<file path="config.mk">
export PLATFORM = sky130hd
export DESIGN_NAME = fetch_stage
export DESIGN_NICKNAME = d
export VERILOG_FILES = /design/src/rtl/fetch_stage.sv
export SDC_FILE = /design/constraint.sdc
export NUM_CORES = 1
export LEC_CHECK = 0
export CORE_ASPECT_RATIO = 0.75
export CORE_MARGIN = 4
export CORE_UTILIZATION = 32
export CTS_CLUSTER_SIZE = 12
export DETAILED_ROUTE_END_ITERATION = 10
export GPL_ROUTABILITY_DRIVEN = 1
export SLEW_MARGIN = 10
export SYNTH_ARGS = -nofsm -noshare
export SYNTH_HDL_FRONTEND = slang
export SYNTH_SLANG_ARGS = --single-unit
</file>
<file path="constraint.sdc">
create_clock -name clk -period 4.3 [get_ports clk]
set_clock_uncertainty 0.05 [all_clocks]
set_input_delay 0.86 -clock clk [delete_from_list [all_inputs] [get_ports clk]]
set_output_delay 0.86 -clock clk [all_outputs]
set_load 0.005 [all_outputs]
</file>
<file path="src/rtl/fetch_stage.sv">
// ---------------------------------------------------------------------------
// fetch_stage
// Instruction fetch stage of a 5-stage RISC-V pipeline. It holds the PC and
// issues in-order requests to instruction memory. Returned words go into a
// small {PC, instr} queue and are handed to decode one per cycle through the
// InstrD / PC_DE / VALID_D output register. A taken branch redirects the PC,
// flushes the queue and discards every fetch that is still in flight.
//
// Ports
//   clk          rising-edge clock
//   rst          asynchronous, active-low reset
//   IMEM_REQ     fetch request valid
//   IMEM_ADDR    fetch address (word aligned)
//   IMEM_GNT     memory accepted the request this cycle
//   IMEM_RVALID  response valid (in request order, >= 1 cycle after issue)
//   IMEM_RDATA   returned instruction word
//   STALL_D      decode cannot accept; output register holds
//   BRN_TAKEN    single-cycle redirect request
//   BRN_TARGET   redirect PC (bits [1:0] ignored)
//   InstrD       instruction to decode (NOP when no valid instruction)
//   PC_DE        PC of InstrD
//   VALID_D      InstrD / PC_DE hold a real instruction
// ---------------------------------------------------------------------------
module fetch_stage #(
  parameter logic [31:0] RESET_PC = 32'h0000_0000,
  parameter int          QDEPTH   = 2,
  parameter logic [31:0] NOP      = 32'h0000_0013
) (
  input  logic        clk,
  input  logic        rst,
  output logic        IMEM_REQ,
  output logic [31:0] IMEM_ADDR,
  input  logic        IMEM_GNT,
  input  logic        IMEM_RVALID,
  input  logic [31:0] IMEM_RDATA,
  input  logic        STALL_D,
  input  logic        BRN_TAKEN,
  input  logic [31:0] BRN_TARGET,
  output logic [31:0] InstrD,
  output logic [31:0] PC_DE,
  output logic        VALID_D
);

  localparam int PW = $clog2(QDEPTH);
  localparam int CW = $clog2(QDEPTH + 1);
  localparam logic [CW-1:0] DEPTH_C = CW'(QDEPTH);

  logic [31:0]   pc;
  logic [CW-1:0] outstanding;
  logic [CW-1:0] drop_cnt;

  logic [31:0]   q_pc    [QDEPTH];
  logic [31:0]   q_instr [QDEPTH];
  logic [PW-1:0] head;
  logic [PW-1:0] tail;
  logic [CW-1:0] count;

  logic [31:0]   instr_q;
  logic [31:0]   pc_de_q;
  logic          valid_q;

  logic [CW:0]   in_use;
  logic          issue;
  logic          resp_ok;
  logic          q_empty;
  logic          bypass;
  logic          push;
  logic          pop;
  logic [31:0]   resp_pc;
  logic          unused_target_bits;

  assign unused_target_bits = ^BRN_TARGET[1:0];

  // Request credit: fetches in flight plus buffered words may never exceed
  // the queue depth, so every accepted response always has somewhere to go.
  // No new fetch is issued while stale responses are still being drained or
  // while a redirect is being taken.
  assign in_use    = (CW+1)'(outstanding) + (CW+1)'(count);
  assign IMEM_REQ  = rst && !BRN_TAKEN && (drop_cnt == '0) &&
                     (in_use < (CW+1)'(QDEPTH));
  assign IMEM_ADDR = pc;
  assign issue     = IMEM_REQ && IMEM_GNT;

  // Responses come back in order and no fetch is issued while stale ones
  // drain, so the PC of the oldest live fetch is simply the current PC
  // minus one word per outstanding request. This avoids a separate PC FIFO.
  assign resp_pc = pc - (32'(outstanding) << 2);

  // Response routing: a live response either bypasses straight into the
  // output register (queue empty and decode ready) or is pushed into the
  // queue. A redirect in the same cycle discards it.
  assign resp_ok = IMEM_RVALID && (drop_cnt == '0) && !BRN_TAKEN;
  assign q_empty = (count == '0);
  assign bypass  = resp_ok && q_empty && !STALL_D;
  assign push    = resp_ok && !bypass;
  assign pop     = !BRN_TAKEN && !STALL_D && !q_empty;

  // PC and fetch bookkeeping. On a redirect all live fetches become stale:
  // they move into drop_cnt (minus the one returning this very cycle) and
  // the live outstanding count restarts at zero for the new target.
  always_ff @(posedge clk or negedge rst) begin
    if (!rst) begin
      pc          <= RESET_PC;
      outstanding <= '0;
      drop_cnt    <= '0;
    end else if (BRN_TAKEN) begin
      pc          <= {BRN_TARGET[31:2], 2'b00};
      outstanding <= '0;
      drop_cnt    <= drop_cnt + outstanding - CW'(IMEM_RVALID);
    end else begin
      if (issue) begin
        pc <= pc + 32'd4;
      end
      outstanding <= outstanding + CW'(issue) - CW'(resp_ok);
      if (IMEM_RVALID && (drop_cnt != '0)) begin
        drop_cnt <= drop_cnt - CW'(1);
      end
    end
  end

  // Queue storage. Only the pointers need a reset; the data is qualified by
  // the occupancy count.
  always_ff @(posedge clk) begin
    if (push) begin
      q_pc[tail]    <= resp_pc;
      q_instr[tail] <= IMEM_RDATA;
    end
  end

  // Queue pointers and occupancy. Push and pop in the same cycle leave the
  // occupancy unchanged; a redirect flushes everything.
  always_ff @(posedge clk or negedge rst) begin
    if (!rst) begin
      head  <= '0;
      tail  <= '0;
      count <= '0;
    end else if (BRN_TAKEN) begin
      head  <= '0;
      tail  <= '0;
      count <= '0;
    end else begin
      head  <= head + PW'(pop);
      tail  <= tail + PW'(push);
      count <= count + CW'(push) - CW'(pop);
    end
  end

  // Fetch/decode output register. A redirect forces the bubble even when
  // decode is stalled. The bubble keeps the previous PC_DE.
  always_ff @(posedge clk or negedge rst) begin
    if (!rst) begin
      instr_q <= NOP;
      pc_de_q <= 32'h0;
      valid_q <= 1'b0;
    end else if (BRN_TAKEN) begin
      instr_q <= NOP;
      valid_q <= 1'b0;
    end else if (!STALL_D) begin
      if (!q_empty) begin
        instr_q <= q_instr[head];
        pc_de_q <= q_pc[head];
        valid_q <= 1'b1;
      end else if (bypass) begin
        instr_q <= IMEM_RDATA;
        pc_de_q <= resp_pc;
        valid_q <= 1'b1;
      end else begin
        instr_q <= NOP;
        valid_q <= 1'b0;
      end
    end
  end

  assign InstrD  = instr_q;
  assign PC_DE   = pc_de_q;
  assign VALID_D = valid_q;

  // A response arriving while the queue is full means the memory broke the
  // credit protocol; the word would otherwise be lost silently.
  no_push_when_full: assert property (@(posedge clk) disable iff (!rst)
    !(push && (count == DEPTH_C)));

endmodule
</file>
Yosys cells after proc, flatten, opt, wreduce, memory -nomap -nowiden
Memories as Yosys holds them, arrays and structs flattened. Cells that the tools add are included.

Register bits after elaboration: 105. RAM bits: 128. Bits of input ports: 70. Output and inout port bits: 98. Word-level logic and storage cells: 70. Memories kept: 2.

Memory list: q_instr (depth 2, bits a word 32, rd ports 1, clocked after memory_dff 0, wr ports 1, RTL line 53) `logic [31:0] q_instr [QDEPTH];`; q_pc (depth 2, bits a word 32, rd ports 1, clocked after memory_dff 0, wr ports 1, RTL line 52) `logic [31:0] q_pc [QDEPTH];`.

Add/subtract/negate cells: 12. $lt $le $gt $ge: 1. Equality and inequality tests: 2. Multiplexer cells: 20. Bitwise operators: 2. Reductions and logical operators: 22.

Operators with widths (count): $mux 32 (8); $add 32x3->32 const B (1); $sub 32x4->32 (1); $logic_and 1x1->1 (12); $mux 1 (8); $mux 2 (4); $reduce_bool 2->1 (3); $sub 2x1->2 (3); $add 2x1->2 (2); $logic_not 1->1 (4); $logic_not 2->1 (2); $ne 2x1->1 const B (2); $add 2x2->3 (1); $lt 3x2->1 const B (1); $reduce_and 3->1 (1); $add 1x1->1 (2); $add 2x2->2 (1); $not 1->1 (2); $sub 2x1->2 const B (1).

Logic depth before layout (Yosys ltp)
Gate-level depths: netlist of run 1.

Depth in word-level cells: 10. Mapped depth: 15. Gate-level depth less buffers: 13.

Least setup slack after synthesis of run 1
No wires, ideal clock.

Path kind: input -> register. From: in BRN_TAKEN. To: mem q_instr[1][0], enable pin. Library setup time: 0.427 ns. Data arrival time: 3.630 ns. Required time: 3.823 ns. Slack: 0.194 ns. Cell stages on the path: 7. Path buffers: 3. Path through: clkbuf_1 -> a211o_1 -> clkbuf_1 -> nor2_1 -> clkbuf_1 -> nor3_1 -> ha_1.

Longest elaborated chain between the ends: 8.

RTL lines: start, declared (RTL line 37) `input logic BRN_TAKEN,`; $logic_not 1->1 (*) (RTL line 92) `assign resp_ok = IMEM_RVALID && (drop_cnt == '0) && !BRN_TAKEN;`; $logic_and 1x1->1 (*) (RTL line 92); $logic_and 1x1->1 (2 in a row) (RTL line 94) `assign bypass = resp_ok && q_empty && !STALL_D;`; $logic_not 1->1 (RTL line 95) `assign push = resp_ok && !bypass;`; $logic_and 1x1->1 (*) (RTL line 95); $mux 1 (*) (RTL line 124) `if (push) begin`; $mux 1 (implied by the code) (*) (RTL line 126) `q_instr[tail] <= IMEM_RDATA;`; end, declared (RTL line 53).

Mark *: on every way between the ends. The rest lies on a longest branch, timed or not.

Final worst setup path of run 1
From: reg outstanding[0]. To: out IMEM_REQ.

Longest elaborated chain between the ends: 3.

RTL lines: start, declared (RTL line 49) `logic [CW-1:0] outstanding;`; start signal, assigned (RTL line 114) `outstanding <= outstanding + CW'(issue) - CW'(resp_ok);`; $add 2x2->3 (RTL line 78) `assign in_use = (CW+1)'(outstanding) + (CW+1)'(count);`; $lt 3x2->1 (RTL line 80) `(in_use < (CW+1)'(QDEPTH));`; $logic_and 1x1->1 (RTL line 79) `assign IMEM_REQ = rst && !BRN_TAKEN && (drop_cnt == '0) &&`; end, declared (RTL line 31) `output logic IMEM_REQ,`.

No other way between the ends.

==> impl_metrics.env, run 1 <==
export IMPL_slew_viol_final=0
export IMPL_fin_crit_ns=3.49
export IMPL_r2r_slack_ns=1.13
export IMPL_synth_simple_area_share_pct=12.6
export IMPL_hold_buffers=0
export IMPL_fin_nets=1053
export IMPL_ys_flop_type="edfxtp_1"
export IMPL_postLayoutCellArea_sq_um=13000
export IMPL_power_leakage_nw=4.73
export IMPL_routabilityCongestion=0.850
export IMPL_grt_overflow=0
export IMPL_final_common_cell="clkdlybuf4s50_1"
export IMPL_grt_util_all_layers_pct=15.5
export IMPL_grt_pass1_vias=7029
export IMPL_reg2reg_from="outstanding[0]"
export IMPL_synth_top_family_by_area="simple AND/OR/NAND/NOR gates"
export IMPL_netlist_top_cells_area="edfxtp_1 (37%), dfrtp_1 (24%), mux2i_1 (5.8%), a221o_1 (3.8%), nor2_1 (2.5%)"
export IMPL_core_area_sq_um=31300
export IMPL_synthMuxAreaShare_pct=6.37
export IMPL_clkLatencyLatePin_ns=0.54
export IMPL_vias=7251
export IMPL_die_width_microns=214
export IMPL_ctsRootBufferMaster="clkbuf_16"
export IMPL_grt_max_degree=64
export IMPL_post_cts_setup_buffers=0
export IMPL_drc=0
export IMPL_maxCapViolCount=0
export IMPL_run_status="finished, final reports clean"
export IMPL_dp_hpwl_mm=18.2
export IMPL_dp_cells=1348
export IMPL_max_freq_mhz=287
export IMPL_whs_ns=0.415
export IMPL_die_h_microns=162
export IMPL_fin_ws_ns=0.814
export IMPL_cts_buffers=25
export IMPL_drtIter0Drc=534
export IMPL_rows=56
export IMPL_initial_core_util_pct=32.5
export IMPL_tns_ns=0
export IMPL_instances_no_fill=1394
export IMPL_io_pins=168
export IMPL_relSlewSlack_pct=33.5
export IMPL_pre_cts_slack_ns=0.818
export IMPL_arrival_ns=2.58
export IMPL_first_pass_iters=5
export IMPL_hold_viol_final=0
export IMPL_r2r_end="IMEM_ADDR[12]"
export IMPL_clock_path_buffers=3
export IMPL_finalPower_mw=6.58
export IMPL_synthAdderAreaFrac_pct=1.87
export IMPL_layout_drive_gt1_share_pct=8.92
export IMPL_cts_resized=0
export IMPL_required_ns=3.39
export IMPL_final_cell_mix="clkdlybuf4s50_1 (159), edfxtp_1 (124), dfrtp_1 (97)"
export IMPL_synth_ff_latch_count=225
export IMPL_netlist_area_sq_um=10200
export IMPL_wl_per_cell_microns=19.7
export IMPL_critPathKind="register to output port"
export IMPL_drt_wl_total_mm=27.5
export IMPL_cp_start_kind="register"
export IMPL_fin_crit_sh_pct=81.1
export IMPL_max_vdd_ir_drop_v=0.000260
export IMPL_synth_warning_count=0
export IMPL_synth_top_area_share_pct=36.7
export IMPL_synth_compound_area_share_pct=11.6
export IMPL_avgViaCountPerCell=5.20
export IMPL_numPortBuffers=161
export IMPL_antenna_left=0
export IMPL_async_flop_share_pct=44.9
export IMPL_crit_end="IMEM_REQ"
export IMPL_syn_inst=824
export IMPL_clk_pin_slew_ns=0.06
export IMPL_placed_area_sq_um=12200
export IMPL_worst_slew_pin_slew_ns=0.996
export IMPL_startpoint="outstanding[0]"
export IMPL_rsz0062_at_grt="no"
export IMPL_crit_fanout=4
export IMPL_avgSynthCellArea_sq_um=12.3
export IMPL_dieArea_sq_um=34700
export IMPL_cts_sinks=225
export IMPL_worstHoldPathType="input port to asynchronous set/reset pin"
export IMPL_power_density_nw_per_um2=506
export IMPL_end_kind="output port"
export IMPL_synth_enable_flop_cells=124
export IMPL_grt_pass1_wl_mm=42.3
export IMPL_finalSetupViolations=0
export IMPL_antenna_found_initial=1
export IMPL_synth_xor_area_share_pct=2.67
export IMPL_synthToLayoutAreaGrowth_pct=28.1
export IMPL_worstRegToRegCells=9
export IMPL_seq_area_frac_synth_pct=61.6
export IMPL_fin_util_pct=41.7
export IMPL_synth_cell_type_count=61
export IMPL_yosys_area_top_type="edfxtp_1"
export IMPL_htree_num_levels=1
export IMPL_tritoncts="built"
[state kept, by name, indices dropped and copies added, names as in the netlist]
register     cells
drop_cnt         2
IMEM_ADDR       30
head             1
q_pc            60
count            2
tail             1
InstrD          32
VALID_D          1
q_instr         64
outstanding      2
PC_DE           30
[area by class of cell]
class                   instances  area, sq um
multi-input cells             522         3610
well taps                     406          508
fillers                      2956        18200
clock inverters                10          103
diodes                          1         2.50
clock buffers                  35          693
repair buffers                177         1770
flip-flops and latches        225         6260
inverters                      18         67.6
[worst max-delay path: stages, from the launching register on]
cell,delay [ns]
dfrtp_1,0.42
and2_1,0.19
fa_1,0.46
nor4b_1,0.40
clkdlybuf4s50_1,0.58
[worst min-delay path by stage]
stage,cells past startpoint,from,end,slack [ns]
after detailed placement,2,PC_DE[8],PC_DE[8],0.42
final,2,rst,IMEM_ADDR[29],0.42
after CTS,2,rst,IMEM_ADDR[23],0.42
after global routing,2,rst,IMEM_ADDR[28],0.45
after floorplan,2,PC_DE[10],PC_DE[10],0.42
after global placement,2,PC_DE[11],PC_DE[11],0.41
[where the power goes]
part           switching, mW  leakage [nW]  internal, mW  total, mW
combinational          0.701          1.93         0.840       1.54
clock                  0.874         0.396          1.24       2.12
sequential             0.305          2.40          2.62       2.93
total                   1.88          4.73          4.70       6.58
[per-layer routing]
layer	track usage, %	part of all wire, %	vias up
li1	-	-	3401
met1	23.5	48	3593
met2	22.3	43	216
met3	3.94	7.0	41
met4	3.43	1.7	0
met5	0	0	-
[cell families (layout without fill, tap and decap cells)]
| family | after synthesis | count (layout) |
|---|---|---|
| xor+xnor | 31 | 31 |
| buf+inv | 80 | 240 |
| flops | 225 | 225 |
| simple gates | 251 | 251 |
| other cells | 1 | 5 |
| fa+ha+maj | 14 | 14 |
| compound gates | 158 | 158 |
| mux | 64 | 64 |
[Yosys cell counts (3+ instances only)]
library cell / count
nand2_1: 66
a21oi_1: 26
or4_1: 7
a221o_1: 39
dfrtp_1: 98
nor4_1: 8
a22o_1: 4
inv_1: 17
nor2b_1: 3
xnor2_1: 18
mux2i_1: 59
buf_1: 9
nand4_1: 14
o311ai_0: 9
a41oi_1: 3
nor3_1: 12
ha_1: 12
dfstp_2: 3
nand3_1: 34
o211ai_1: 8
nor2_1: 67
mux2_2: 5
nor4b_1: 4
o221a_2: 6
nand2b_1: 7
or3_1: 9
nor4_2: 3
buf_4: 4
clkbuf_1: 41
a31oi_1: 5
o21ai_0: 39
xor2_1: 13
o22ai_1: 3
edfxtp_1: 124
buf_2: 7
No activity file was read; power rests on OpenSTA's default activity.
==> inputs of run 2 (changes only) <==
Clock period 4.3 ns to 3.33 ns, I/O delays scaled along.
==> impl_metrics.env, run 2 (synthesis results as in run 1) <==
export IMPL_largest_register_ffs=64
export IMPL_power_leakage_nw=4.76
export IMPL_core_area_sq_um=31300
export IMPL_crit_family="buffers and inverters"
export IMPL_crit_slowest_cell="clkdlybuf4s50_1"
export IMPL_finalPower_mw=8.46
export IMPL_fin_crit_ns=3.22
export IMPL_avgViaCountPerCell=5.16
export IMPL_critPathKind="register to output port"
export IMPL_fin_nets=1063
export IMPL_io_pins=168
export IMPL_slowest_delay_ns=0.56
export IMPL_numPortBuffers=161
export IMPL_finalSetupViolations=0
export IMPL_final_common_cell="clkdlybuf4s50_1"
export IMPL_worst_slew_pin_slew_ns=0.903
export IMPL_whs_ns=0.201
export IMPL_final_cell_mix="clkdlybuf4s50_1 (159), edfxtp_1 (124), dfrtp_1 (97)"
export IMPL_tns_ns=0
export IMPL_die_h_microns=162
export IMPL_clk_pin_slew_ns=0.06
export IMPL_cts_resized=1
export IMPL_power_share_clock_pct=31.6
export IMPL_vias=7236
export IMPL_initial_core_util_pct=32.5
export IMPL_grt_overflow=0
export IMPL_synthToLayoutAreaGrowth_pct=28.6
export IMPL_antenna_left=0
export IMPL_cp_start_kind="register"
export IMPL_drt_wl_total_mm=27.8
export IMPL_crit_fanout=4
export IMPL_relSlewSlack_pct=39.6
export IMPL_post_cts_setup_buffers=0
export IMPL_worstHoldPathType="input port to asynchronous set/reset pin"
export IMPL_layout_drive_gt1_share_pct=9.84
export IMPL_hold_buffers=0
export IMPL_placed_area_sq_um=12300
export IMPL_hold_viol_final=0
export IMPL_dieArea_sq_um=34700
export IMPL_die_width_microns=214
export IMPL_max_freq_mhz=310
export IMPL_antenna_found_initial=1
export IMPL_arrival_ns=2.51
export IMPL_p_int_mw=6.03
export IMPL_rows=56
export IMPL_htree_num_levels=1
export IMPL_run_status="finished, final reports clean"
export IMPL_path_buf_inv=1
export IMPL_switchingPower_mw=2.43
export IMPL_required_ns=2.61
export IMPL_drc=0
export IMPL_first_pass_iters=5
export IMPL_slew_viol_final=0
export IMPL_cts_buffers=25
export IMPL_sw_frac_of_total_pct=28.7
export IMPL_ctsRootBufferMaster="clkbuf_16"
export IMPL_cts_sinks=225
export IMPL_grt_max_degree=103
export IMPL_grt_util_all_layers_pct=15.8
export IMPL_power_density_nw_per_um2=648
export IMPL_dp_hpwl_mm=18.3
export IMPL_wl_per_cell_microns=19.8
export IMPL_grt_pass1_wl_mm=43.2
export IMPL_path_cells="and2_1, fa_1, nor4b_2, clkdlybuf4s50_1"
export IMPL_grt_pass1_vias=7301
export IMPL_rsz0062_at_grt="no"
export IMPL_seq_power_share_pct=44.4
export IMPL_maxCapViolCount=0
export IMPL_clock_path_buffers=3
export IMPL_largest_register="q_instr"
export IMPL_tritoncts="built"
export IMPL_combinationalPowerShare_pct=24.1
export IMPL_end_kind="output port"
export IMPL_routabilityCongestion=0.864
export IMPL_fin_crit_sh_pct=96.8
export IMPL_max_vdd_ir_drop_v=0.000395
export IMPL_postLayoutCellArea_sq_um=13100
export IMPL_clkLatencyLatePin_ns=0.53
export IMPL_drtIter0Drc=468
## run 2: cell type report
cell class	instances	area (sq um)
fill	3018	18200
sequential	225	6260
multi-input combinational	522	3620
timing repair buffer	187	1820
clock buffer	36	707
tap	406	508
clock inverter	8	73.8
inverter	18	67.6
antenna	1	2.50
## run 2: stage by stage
| step | setup WS (ns) | util, % | std cells |
|---|---|---|---|
| finish | 0.105 | 41.8 | 1403 |
| global route | 0.0169 | 41.8 | 1403 |
| CTS | 0.0591 | 41.8 | 1402 |
| detailed placement | 0.392 | 39.3 | 1358 |
| global placement | 0.407 | 39.3 | 1358 |
| floorplan | -0.582 | - | 827 |
## run 2: power groups by stage
stage / Sequential, mW / Clock, mW / Combinational, mW
after floorplan: 3.67 / 0 / 1.03
after global placement: 3.80 / 0 / 2.03
after detailed placement: 3.81 / 0 / 2.06
after CTS: 3.76 / 2.74 / 2.08
after global routing: 3.81 / 2.86 / 2.24
final: 3.75 / 2.67 / 2.04
## run 2: worst paths after layout
check	endpoint	slack [ns]	depth (start not counted)	from
max in group asynchronous	head	2.48	2	rst
max	IMEM_REQ	0.11	4	outstanding[0]
min in group clk	PC_DE[11]	0.42	2	PC_DE[11]
max reg2reg	IMEM_ADDR[14]	0.42	8	outstanding[0]
min reg2reg	PC_DE[11]	0.42	2	PC_DE[11]
min	IMEM_ADDR[19]	0.20	2	rst
## run 2: worst reg2reg max path, stage by stage, from the launching register on
cell and delay [ns]:
dfrtp_1 0.42, and2_1 0.19, fa_1 0.52, nand4bb_1 0.21, nor2_1 0.08, buf_4 0.22
nor2_1 0.72, o21ai_0 0.24, o311ai_0 0.14
## run 2: layer usage
layer	global-route usage, %	share of wire, %	up-vias
li1	-	-	3426
met1	23.2	47	3576
met2	23.3	44	202
met3	4.63	6.7	32
met4	3.11	1.9	0
met5	0	0	-
